===== src/rtl/uart_rx_fifo.sv =====
// uart_rx_fifo: UART 8N1 receiver feeding a first-word-fall-through byte FIFO
// Ports: CLK clock; RST async active-high reset; UART_RX serial input (idle high);
//   rx_data/rx_valid/rx_ready head-byte valid/ready stream; rx_count occupancy;
//   overrun/frame_err sticky error flags, cleared by err_clear.
module uart_rx_fifo #(
  parameter int CLKS_PER_BIT = 868,
  parameter int FIFO_WIDTH = 4
) (
  input  logic                  CLK,
  input  logic                  RST,
  input  logic                  UART_RX,
  output logic [7:0]            rx_data,
  output logic                  rx_valid,
  input  logic                  rx_ready,
  output logic [FIFO_WIDTH:0]   rx_count,
  output logic                  overrun,
  output logic                  frame_err,
  input  logic                  err_clear
);
  localparam int DEPTH = 2 ** FIFO_WIDTH;
  localparam int CW = $clog2(CLKS_PER_BIT);
  localparam logic [CW-1:0] HALF = CW'(CLKS_PER_BIT / 2 - 1);
  localparam logic [CW-1:0] LAST = CW'(CLKS_PER_BIT - 1);
  typedef enum logic [1:0] {IDLE, START, DATA, STOP} state_t;
  state_t state, state_n;
  logic s1, rxs;
  logic [CW-1:0] cnt, cnt_n;
  logic [2:0] bit_idx, bit_n;
  logic [7:0] sr, sr_n;
  logic push, bad_stop;
  logic [7:0] mem [DEPTH];
  logic [FIFO_WIDTH-1:0] wp, rp;
  logic full, pop, wr;
  always_ff @(posedge CLK or posedge RST) begin
    if (RST) begin
      s1 <= 1'b1;
      rxs <= 1'b1;
      state <= IDLE;
      cnt <= '0;
      bit_idx <= '0;
      sr <= '0;
    end else begin
      s1 <= UART_RX;
      rxs <= s1;
      state <= state_n;
      cnt <= cnt_n;
      bit_idx <= bit_n;
      sr <= sr_n;
    end
  end
  // Returning to IDLE at the mid-stop-bit sample leaves half a bit to catch a back-to-back start edge.
  always_comb begin
    state_n = state;
    cnt_n = cnt + CW'(1);
    bit_n = bit_idx;
    sr_n = sr;
    push = 1'b0;
    bad_stop = 1'b0;
    case (state)
      IDLE: begin
        cnt_n = '0;
        state_n = rxs ? IDLE : START;
      end
      START: if (cnt == HALF) begin
        cnt_n = '0;
        bit_n = '0;
        state_n = rxs ? IDLE : DATA;
      end
      DATA: if (cnt == LAST) begin
        cnt_n = '0;
        sr_n = {rxs, sr[7:1]};
        bit_n = bit_idx + 3'd1;
        state_n = bit_idx == 3'd7 ? STOP : DATA;
      end
      default: if (cnt == LAST) begin
        cnt_n = '0;
        state_n = IDLE;
        push = rxs;
        bad_stop = !rxs;
      end
    endcase
  end
  assign rx_valid = rx_count != '0;
  assign rx_data = rx_valid ? mem[rp] : 8'h00;
  assign full = rx_count == (FIFO_WIDTH+1)'(DEPTH);
  assign pop = rx_valid && rx_ready;
  // A pop on the same edge frees the slot, so a push into a full FIFO is still taken.
  assign wr = push && (!full || pop);
  always_ff @(posedge CLK or posedge RST) begin
    if (RST) begin
      wp <= '0;
      rp <= '0;
      rx_count <= '0;
      overrun <= 1'b0;
      frame_err <= 1'b0;
      for (int i = 0; i < DEPTH; i++) mem[i] <= '0;
    end else begin
      if (wr) mem[wp] <= sr;
      wp <= wr ? wp + FIFO_WIDTH'(1) : wp;
      rp <= pop ? rp + FIFO_WIDTH'(1) : rp;
      rx_count <= rx_count + (FIFO_WIDTH+1)'(wr) - (FIFO_WIDTH+1)'(pop);
      overrun <= (overrun && !err_clear) || (push && full && !pop);
      frame_err <= (frame_err && !err_clear) || bad_stop;
    end
  end
endmodule


===== config.mk =====
export PLATFORM = sky130hd
export DESIGN_NAME = uart_rx_fifo
export DESIGN_NICKNAME = d
export VERILOG_FILES = /design/src/rtl/uart_rx_fifo.sv
export SDC_FILE = /design/constraint.sdc
export NUM_CORES = 1
export LEC_CHECK = 0
export BUFFER_PORTS_ARGS = -buffer_cell sky130_fd_sc_hd__buf_2
export CORE_ASPECT_RATIO = 1.2
export CORE_MARGIN = 8
export CORE_UTILIZATION = 50
export DETAILED_ROUTE_END_ITERATION = 8
export GPL_ROUTABILITY_DRIVEN = 0
export GPL_TIMING_DRIVEN = 1
export PLACE_DENSITY = 0.78
export SETUP_SLACK_MARGIN = 0.05
export SYNTH_ARGS = -nofsm -noshare
export SYNTH_HDL_FRONTEND = slang
export SYNTH_SLANG_ARGS = --single-unit

===== constraint.sdc =====
create_clock -name CLK -period 12.1 [get_ports CLK]
set_clock_uncertainty 0.15 [all_clocks]
set_input_delay 2.42 -clock CLK [delete_from_list [all_inputs] [get_ports CLK]]
set_output_delay 2.42 -clock CLK [all_outputs]
set_load 0.02 [all_outputs]

* Word-level counts from Yosys, hierarchy flattened *
Index checks and enable logic that the tools add are counted.

storage, ports and cells
  bits in writable memories = 0
  memories = 0
  bits in latches = 0
  word-level logic and storage cells = 92
  register bits after elaboration = 168
  ROM bits = 0
  input bits = 5

cells by class
  multiplexer cells = 24
  reduce and logical (&&, ||, !) cells = 22
  equality and inequality tests = 8
  multipliers = 0
  add/sub/neg operators = 6
  bitwise logic cells = 2
  div/mod/pow operators = 0
  magnitude comparators = 3
  shift operators = 0

operator list
  kind                                                       number
  bitwise mux 128 bit                                        1
  binary-select mux 8 bit (select 4 bit)                     1
  demux 8 bit (select 4 bit)                                 1
  two-way mux 8 bit                                          4
  two-way mux 10 bit                                         2
  one-hot mux 10 bit (2 select lines)                        1
  adder 10 x 1 -> 10 bit (second input constant)             1
  == test 10 bit (second input constant)                     1
  == test 10 x 9 -> 1 bit (second input constant)            1
  greater-or-equal comparator 5 bit (second input constant)  2
  inverter 4 -> 5 bit                                        2
  adder 4 x 1 -> 4 bit (second input constant)               2
  two-way mux 2 bit                                          4
  logical AND 1 bit                                          7
  two-way mux 1 bit                                          6
  two-way mux 3 bit                                          2
  one-hot mux 2 bit (3 select lines)                         1
  one-hot mux 3 bit (2 select lines)                         1
  AND reduction 3 bit                                        2
  adder 5 x 1 -> 5 bit                                       1
  == test 5 bit (second input constant)                      1
  < comparator 5 x 1 -> 1 bit (second input constant)        1
  nonzero test 5 bit                                         1
  subtractor 5 x 1 -> 5 bit                                  1
  other kinds (12)                                           18

* Logic depth before layout (Yosys ltp) *
Gate-level depths: netlist of the first run.

  depth in word-level cells = 6
  gate-level depth with buffers = 14
  gate-level depth less buffers = 13

* Worst setup path before layout of the first run *
OpenSTA, ideal clock, no wires.

  kind = register to output
  from = register rp[1]
  to = output rx_data[0]
  cell stages (with the launch flop) = 7
  arrival time = 2,293 ps
  slack = 7,237 ps
  data required time = 9,530 ps
  cell sequence = dfrtp_1 clkbuf_1 clkbuf_1 mux4_2 mux2_2 o21ai_0 a21oi_1

on the way
  cells in the longest elaborated chain, start to end = 5

ends and longest elaborated chain
  item                                                   line  RTL
  start: declaration                                     32    logic [FIFO_WIDTH-1:0] wp, rp;
  start signal: assignment                               100   rp <= pop ? rp + FIFO_WIDTH'(1) : rp;
  inverter 4 -> 5 bit (not written as such)              84    assign rx_data = rx_valid ? mem[rp] : 8'h00;
  binary-select mux 8 bit (select 4 bit)                 84
  two-way mux 8 bit (not written as such) (2 in series)  84
  two-way mux 8 bit                                      84
  end: declaration                                       12    output logic [7:0] rx_data,

Every way passes these cells. The select of a mux whose other input is x is not followed.

* Final worst setup path of the first run *
  from = register rp[1]
  to = output rx_data[6]

The elaborated chain is that of the path after synthesis.

==> impl_metrics.py, run 1 <==
metrics = {
    "cells_and_area": {
        "syn2layout_area_growth_pct": 10.4,
        "nets": 577,
        "n_fill_cell": 1273,
        "final_area_sq_um": 8650,
        "drive_gt1_share_pct": 40.5,
        "diodes": 0,
        "final_cell_mix": "165 x dfrtp_1, 139 x mux2_2, 32 x mux4_2",
        "final_common_cell": "dfrtp_1",
    },
    "floorplan": {
        "core_sq_um": 15500,
        "ioPinCount": 21,
        "die_w_um": 130,
        "die_y_um": 153,
        "rows": 50,
        "initial_core_util_pct": 50.7,
        "dieArea_sq_um": 19900,
    },
    "detailed_routing": {
        "route.detailed.drc": 0,
        "drt_wl_total_um": 15800,
        "postRouteAntennaNets": 0,
        "dr.pass1.iters": 4,
        "drt_iter0_drc": 308,
        "route.vias.total": 4497,
        "wl_per_cell_um": 20.5,
        "viasPerCell": 5.81,
    },
    "yosys": {
        "ys_warn_count": 0,
        "synth_nets": 567,
        "syn_inst": 546,
        "syn_area_per_cell_sq_um": 14.3,
        "synth_edf_count": 0,
        "synth_top_area_share_pct": 53.0,
        "synth-main-ff-cell": "dfrtp_1",
        "synth.cell_area_sq_um": 7840,
        "synthTopCellsByArea": "dfrtp_1 53%, mux2_2 20%, mux4_2 9.2%",
        "yosysSeqAreaShare_pct": 53.7,
        "yosys.area.top_type": "dfrtp_1",
        "synth_cell_type_count": 44,
        "yosys_register_bits": 168,
        "async_reset_ff_share_pct": 100,
    },
    "cts": {
        "cts_tree": "yes",
        "cts_root_buffer": "clkbuf_16",
        "cts_hold_buffers": 0,
        "cts_buffer_depth": 2,
        "h-tree-depth": 4,
        "clk_pin_slew_ps": 60,
        "cts_sinks": 168,
        "cts_buffers": 17,
        "clk_latency_ps": 410,
        "postCtsSetupBuffers": 0,
        "cts_resized": 0,
    },
    "pwr": {
        "seqPwrFrac_pct": 46.2,
        "swShare_pct": 28.2,
        "p_switching_uw": 392,
        "clock_power_share_pct": 36.3,
        "combPwrFrac_pct": 17.5,
        "cellPowerDensity_nw_per_um2": 161,
        "vdd_ir_drop_max_mv": 0.131,
        "p_int_uw": 997,
        "p_leak_uw": 0.00418,
    },
    "sta": {
        "fin_setup_tns_ps": 0,
        "period_minus_slack_ps": 5400,
        "drv_slew": 0,
        "worst_pin_slew_ps": 1010,
        "hold_viol_final": 0,
        "setup_viol": 0,
        "slew_headroom_pct": 32.5,
        "rsz0062_at_grt": "false",
        "timing.fmax_mhz": 185,
        "period_share_pct": 44.6,
    },
    "global_route": {
        "grt_overflow": 0,
        "grt_pass1_wl_um": 26400,
        "antenna_found_initial": 0,
        "grt_util_all_layers_pct": 17.1,
        "grt_max_degree": 96,
        "grt_pass1_vias": 5073,
    },
    "place": {
        "hpwl_um": 10500,
        "placed_cell_area_sq_um": 8100,
        "port_buffers": 20,
    },
    "run": {
        "maxCapViolCount": 0,
    },
    "worst_setup_path": {
        "critPathMaxFanout": 35,
        "crit_path_start_kind": "flip-flop",
        "end_kind": "output port",
        "criticalPathCategory": "reg2out",
        "arrival_ps": 2830,
        "required_ps": 9530,
    },
    "run_status": {
        "outcome": "finished, final reports clean",
    },
    "hold_path": {
        "hold_path_class": "reg2reg",
    },
}
[synth_stat cells, types with 2 or more instances]
master and n:
nand3_1 6, nor3_1 2, or4_1 2, buf_2 4
mux4_2 32, dfrtp_1 166, buf_1 5, mux2_2 139
o21ai_0 9, clkbuf_1 23, inv_1 14, a21oi_1 12
o22ai_1 2, nor4_1 3, and3_1 3, a211oi_2 4
nand4_1 8, nand2_1 22, xor2_1 6, dfstp_2 2
mux2i_1 9, a211oi_1 2, ha_1 15, a22o_1 2
mux2_1 7, nor2_1 17, xnor2_1 12, nand3b_1 2
[worst paths after layout]
check	start	to	slack [ps]	cells after the start
hold reg to reg	s1	rxs	210	0
min in group asynchronous	RST	rx_count[4]	2020	2
setup reg to reg	cnt[0]	rx_count[4]	8620	12
hold / removal	s1	rxs	210	0
max in group asynchronous	RST	rp[1]	8300	3
setup / recovery	rp[1]	rx_data[6]	6700	5
[registers in the layout, indices dropped and copies added, names as in the netlist]
| register | cells |
|---|---|
| mem | 128 |
| cnt | 10 |
| sr | 8 |
| rx_count | 5 |
| rp | 4 |
| wp | 4 |
| bit_idx | 3 |
| state | 2 |
| frame_err | 1 |
| overrun | 1 |
| rxs | 1 |
| s1 | 1 |
[cell type report]
class                      count  area (sq um)  share of cell area (%)
sequential                   168          4210                    48.7
tap                          208           260                    3.01
inverter                      14          57.6                   0.666
clock buffer                  26           509                    5.89
clock inverter                 3          40.0                   0.463
timing repair buffer          23           123                    1.42
multi-input combinational    332          3450                    39.9
[through the flow]
step	setup slack (ps)	util (%)	power (uW)	hold slack (ps)	cells
2_1_floorplan	4990	-	827	195	546
3_3_place_gp	7180	52.4	888	197	745
3_5_place_dp	7110	52.4	898	203	745
4_1_cts	6670	56.0	1400	212	774
5_1_grt	6510	56.0	1450	213	774
6_report	6700	56.0	1390	208	774
[power by group through the flow]
stage | combinational, uW | sequential, uW | clock, uW
2_1_floorplan | 216 | 611 | 0
3_3_place_gp | 237 | 650 | 0
3_5_place_dp | 245 | 653 | 0
4_1_cts | 247 | 643 | 514
5_1_grt | 264 | 650 | 535
6_report | 243 | 642 | 504
[logic make-up (layout without fill, tap and decap cells)]
kind of cell / count (synthesis) / in the layout / share of synthesized area [%]
DFF: 168 / 168 / 53.7
adders and majority gates: 16 / 16 / 2.65
AOI/OAI and AO/OA: 37 / 37 / 3.16
buffers and inverters: 46 / 66 / 2.27
muxes: 188 / 188 / 31.5
and+or+nand+nor: 73 / 73 / 4.70
xor gates and xnor gates: 18 / 18 / 2.01
[routing by layer]
metal / GRT usage (%) / vias to the layer above / share of wire, %
met5: 0 / - / 0
met3: 4.32 / 19 / 3.6
met1: 20.7 / 2391 / 42
met4: 5.60 / 0 / 1.8
met2: 28.8 / 76 / 52
li1: - / 2011 / -
[worst max-delay path, stage by stage (launching register included)]
cell and delay, ps:
dfrtp_2 1030, mux4_2 620, mux2_2 270, o21ai_0 190
a21oi_1 90, buf_2 210
(Power assumes the default switching activity.)
==> run 2, diff against run 1 <==
--- a/config.mk
+++ b/config.mk
@@ -12,7 +12,7 @@
 export DETAILED_ROUTE_END_ITERATION = 8
 export GPL_ROUTABILITY_DRIVEN = 0
 export GPL_TIMING_DRIVEN = 1
-export PLACE_DENSITY = 0.78
+export PLACE_DENSITY = 0.81
 export SETUP_SLACK_MARGIN = 0.05
 export SYNTH_ARGS = -nofsm -noshare
 export SYNTH_HDL_FRONTEND = slang
==> constraint.sdc (replaced) <==
create_clock -name CLK -period 4.95 [get_ports CLK]
set_clock_uncertainty 0.15 [all_clocks]
set_input_delay 0.99 -clock CLK [delete_from_list [all_inputs] [get_ports CLK]]
set_output_delay 0.99 -clock CLK [all_outputs]
set_load 0.02 [all_outputs]
==> impl_metrics.py, run 2 (synthesis gave the netlist of run 1 again) <==
metrics = {
    "run_status": {
        "outcome": "finished, final reports clean",
    },
    "worst_setup_path": {
        "end_kind": "output port",
        "critPathMaxFanout": 35,
        "criticalPathCategory": "reg2out",
        "max_stage_delay_ps": 1050,
        "worst_path_max_delay_cell": "dfrtp_2",
        "path_buf_inv": 1,
        "timing.rr.start": "cnt[0]",
        "crit_start": "rp[1]",
        "arrival_ps": 2840,
        "cp_top_family": "flip-flops",
        "crit_path_start_kind": "flip-flop",
        "path_cells": "mux4_2, mux2_2, o21ai_0, a21oi_1, buf_2",
        "required_ps": 3810,
    },
    "floorplan": {
        "ioPinCount": 21,
        "die_w_um": 130,
        "dieArea_sq_um": 19900,
        "core_sq_um": 15500,
        "die_y_um": 153,
        "rows": 50,
        "initial_core_util_pct": 50.7,
    },
    "pwr": {
        "p_switching_uw": 1010,
        "clock_power_share_pct": 38.6,
        "vdd_ir_drop_max_mv": 0.292,
        "cellPowerDensity_nw_per_um2": 405,
        "seqPwrFrac_pct": 44.8,
        "p_int_uw": 2520,
        "swShare_pct": 28.6,
        "combPwrFrac_pct": 16.6,
        "p_leak_uw": 0.00420,
    },
    "cts": {
        "cts_buffer_depth": 2,
        "clk_latency_ps": 430,
        "clk_pin_slew_ps": 60,
        "h-tree-depth": 4,
        "cts_root_buffer": "clkbuf_16",
        "postCtsSetupBuffers": 0,
        "cts_tree": "yes",
        "cts_hold_buffers": 0,
        "cts_resized": 0,
        "cts_buffers": 17,
        "cts_sinks": 168,
    },
    "place": {
        "port_buffers": 20,
        "hpwl_um": 10000,
        "place_ws_ps": 1380,
    },
    "cells_and_area": {
        "top_register": "mem",
        "largest_reg_flops": 128,
        "nets": 577,
        "reg_top3": "mem x128, cnt x10, sr x8",
        "final_common_cell": "dfrtp_1",
        "final_cell_mix": "165 x dfrtp_1, 139 x mux2_2, 32 x mux4_2",
        "drive_gt1_share_pct": 41.3,
        "diodes": 0,
        "syn2layout_area_growth_pct": 11.4,
    },
    "run": {
        "maxCapViolCount": 0,
    },
    "sta": {
        "period_minus_slack_ps": 3980,
        "hold_viol_final": 0,
        "timing.fmax_mhz": 251,
        "fin_setup_tns_ps": 0,
        "drv_slew": 0,
        "rsz0062_at_grt": "false",
        "slew_headroom_pct": 31.6,
        "setup_viol": 0,
        "worst_pin_slew_ps": 1030,
        "setup_slack_ps": 973,
        "period_share_pct": 80.3,
    },
    "global_route": {
        "grt_util_all_layers_pct": 17.1,
        "grt_pass1_wl_um": 26000,
        "antenna_found_initial": 0,
        "grt_overflow": 0,
        "grt_pass1_vias": 5018,
        "grt_max_degree": 169,
    },
    "detailed_routing": {
        "drt_wl_total_um": 15600,
        "route.detailed.drc": 0,
        "wl_per_cell_um": 20.1,
        "route.vias.total": 4540,
        "dr.pass1.iters": 4,
        "viasPerCell": 5.84,
        "postRouteAntennaNets": 0,
        "drt_iter0_drc": 443,
    },
    "hold_path": {
        "hold_start": "s1",
        "hold_path_class": "reg2reg",
    },
}
-- run 2: changes by cell type in the layout (fill, tap and decap cells not counted), sizes merged --
cell and delta:
clkbuf -5, clkinv +4, clkinvlp +3, bufinv +2
inv -1
-- run 2: layout make-up --
| class | count | area (sq um) |
|---|---|---|
| flip-flops and latches | 168 | 4210 |
| repair buffers | 23 | 135 |
| fillers | 1229 | 6730 |
| inverters | 14 | 56.3 |
| well taps | 208 | 260 |
| clock buffers | 21 | 470 |
| clock inverters | 11 | 146 |
| multi-input cells | 332 | 3450 |
-- run 2: path summary, 6_finish.rpt --
path	to	slack [ps]	depth (start not counted)
worst max-delay path	rx_data[3]	970	5
min in group asynchronous	mem[101]	640	3
max in group asynchronous	mem[11]	3330	3
worst max register to register	rx_count[4]	1530	12
worst min register to register	rxs	200	0
worst min-delay path	rxs	200	0
-- run 2: power groups by stage --
stage	Combinational, uW	Clock, uW	Sequential, uW
6_report	587	1360	1580
3_3_place_gp	576	0	1600
3_5_place_dp	597	0	1610
5_1_grt	648	1450	1600
2_1_floorplan	528	0	1490
4_1_cts	597	1390	1590
-- run 2: layer usage --
layer  up-vias  GRT usage [%]  routed length [um]
li1       2017              -                   -
met1      2392           21.4                6680
met2       105           27.6                7930
met3        26           4.94                 703
met4         0           5.93                 296
met5         -              0                   0
-- run 2: metrics by stage --
stage / util (%) / instance area [sq um] / std cells / hold WS (ps) / power, uW
final: 56.5 / 8730 / 777 / 202 / 3530
after global routing: 56.5 / 8730 / 777 / 204 / 3690
after CTS: 56.5 / 8730 / 777 / 205 / 3570
after detailed placement: 52.5 / 8110 / 745 / 200 / 2210
after global placement: 52.5 / 8110 / 745 / 198 / 2180
after floorplan: - / 7840 / 546 / 195 / 2020
==> run 3, diff against run 2 <==
==> constraint.sdc (replaced) <==
create_clock -name CLK -period 3.2 [get_ports CLK]
set_clock_uncertainty 0.15 [all_clocks]
set_input_delay 0.64 -clock CLK [delete_from_list [all_inputs] [get_ports CLK]]
set_output_delay 0.64 -clock CLK [all_outputs]
set_load 0.02 [all_outputs]
==> impl_metrics.py, run 3 (synthesis gave the netlist of run 1 again) <==
metrics = {
    "detailed_routing": {
        "wl_per_cell_um": 20.0,
        "route.met2.wl_um": 8250,
        "top_layer": "met4",
        "dr.pass1.iters": 4,
        "met1_length_um": 6680,
        "drt_wl_total_um": 15800,
        "drt_iter0_drc": 348,
        "postRouteAntennaNets": 0,
        "viasPerCell": 5.77,
        "wl_met3_um": 619,
        "route.detailed.drc": 0,
        "route.vias.total": 4572,
    },
    "cells_and_area": {
        "drive_gt1_share_pct": 44.3,
        "top_register": "mem",
        "final_cell_mix": "162 x dfrtp_1, 139 x mux2_2, 32 x mux4_2",
        "reg_top3": "mem x128, cnt x10, sr x8",
        "finalNonFillerCells": 793,
        "syn2layout_area_growth_pct": 13.6,
        "diodes": 0,
        "nets": 595,
        "final_common_cell": "dfrtp_1",
        "largest_reg_flops": 128,
    },
    "sta": {
        "rsz0062_at_grt": "true",
        "hold_viol_final": 0,
        "slew_headroom_pct": 38.4,
        "period_share_pct": 96.1,
        "setup_slack_ps": 126,
        "timing.fmax_mhz": 325,
        "worst_pin_slew_ps": 921,
        "period_minus_slack_ps": 3070,
        "fin_setup_tns_ps": 0,
        "setup_viol": 0,
        "worst_hold_slack_ps": 164,
        "drv_slew": 0,
    },
    "hold_path": {
        "hold_path_class": "in2reg",
        "hold_start": "UART_RX",
        "hold_path_end": "s1",
        "hold_depth": 1,
    },
    "place": {
        "port_buffers": 20,
        "place_ws_ps": 112,
        "dp_cells": 763,
        "hpwl_um": 10700,
    },
    "cts": {
        "cts_buffers": 17,
        "clk_latency_ps": 430,
        "cts_hold_buffers": 0,
        "cts_tree": "yes",
        "h-tree-depth": 4,
        "cts_root_buffer": "clkbuf_16",
        "postCtsSetupBuffers": 0,
        "cts_buffer_depth": 2,
        "clk_pin_slew_ps": 60,
        "cts_sinks": 168,
    },
    "worst_setup_path": {
        "required_ps": 2410,
        "timing.rr.start": "rx_count[2]",
        "arrival_ps": 2280,
        "rrSetupSlack_ps": 200,
        "timing.rr.end": "rx_count[4]",
        "critPathMaxFanout": 15,
        "criticalPathCategory": "reg2out",
        "end_kind": "output port",
        "rr_worst_depth": 12,
        "crit_path_start_kind": "flip-flop",
    },
    "floorplan": {
        "initial_core_util_pct": 50.7,
        "ioPinCount": 21,
        "die_w_um": 130,
        "die_y_um": 153,
        "dieArea_sq_um": 19900,
        "core_sq_um": 15500,
        "rows": 50,
    },
    "global_route": {
        "grt_pass1_wl_um": 26400,
        "grt_overflow": 0,
        "antenna_found_initial": 0,
        "grt_pass1_vias": 5054,
        "grt_max_degree": 62,
        "grt_util_all_layers_pct": 17.2,
    },
    "run": {
        "maxCapViolCount": 0,
    },
    "pwr": {
        "cellPowerDensity_nw_per_um2": 619,
        "p_leak_uw": 0.00427,
        "p_total_uw": 5510,
        "vdd_ir_drop_max_mv": 0.602,
    },
    "run_status": {
        "outcome": "finished, final reports clean",
    },
}
## run 3: changes by cell type in the layout (fill, tap and decap cells not counted), moves of 2 or more
| cell | previous run | this run |
|---|---|---|
| dfrtp_2 | 1 | 4 |
| inv_1 | 13 | 11 |
| clkbuf_1 | 1 | 3 |
| buf_12 | 1 | 5 |
| dfrtp_1 | 165 | 162 |
| clkinv_2 | 3 | 1 |
| inv_2 | 0 | 2 |
| buf_4 | 2 | 14 |
| clkinvlp_4 | 3 | 5 |
| clkinv_4 | 3 | 0 |
## run 3: metrics by stage
step / cell area, sq um / utilization [%]
floorplan: 7870 / -
global placement: 8310 / 53.8
detailed placement: 8310 / 53.8
CTS: 8890 / 57.5
global route: 8900 / 57.6
finish: 8900 / 57.6
## run 3: routing by layer
metal / global-route usage (%) / vias up
met5: 0 / -
met2: 28.1 / 82
met4: 6.93 / 0
met1: 21.5 / 2403
li1: - / 2063
met3: 3.86 / 24
## run 3: layout make-up
class / instances / area [sq um]
Timing Repair Buffer: 41 / 332
Clock inverter: 7 / 95.1
Fill cell: 1172 / 6550
Clock buffer: 23 / 478
Multi-Input combinational cell: 332 / 3470
Sequential cell: 168 / 4210
Tap cell: 208 / 260
Inverter: 14 / 56.3
## run 3: power by group
group,switching (uW),internal (uW)
combinational,683,526
clock,789,1200
sequential,114,2200
## run 3: critical path: stages (launching register included)
cell and delay, ps:
dfrtp_2 390, buf_8 200, mux4_2 520, mux2_2 280, o21ai_0 190, a21oi_1 80
buf_2 200
## run 3: worst max-delay path by stage
stage	cells after the start	end	slack [ps]	startpoint
CTS	6	rx_data[3]	60	rp[1]
floorplan	1	rx_count[2]	90	RST
global route	6	rx_data[5]	20	rp[1]
finish	6	rx_data[1]	130	rp[1]
global placement	12	rx_count[4]	220	cnt[0]
detailed placement	12	rx_count[4]	110	cnt[0]
## run 3: what timing repair did
action | in CTS | in global routing
pin swaps | 0 | 0
setup endpoints to repair | 1 | 9
gates resized for setup | 1 | 6
cloned | 0 | 0
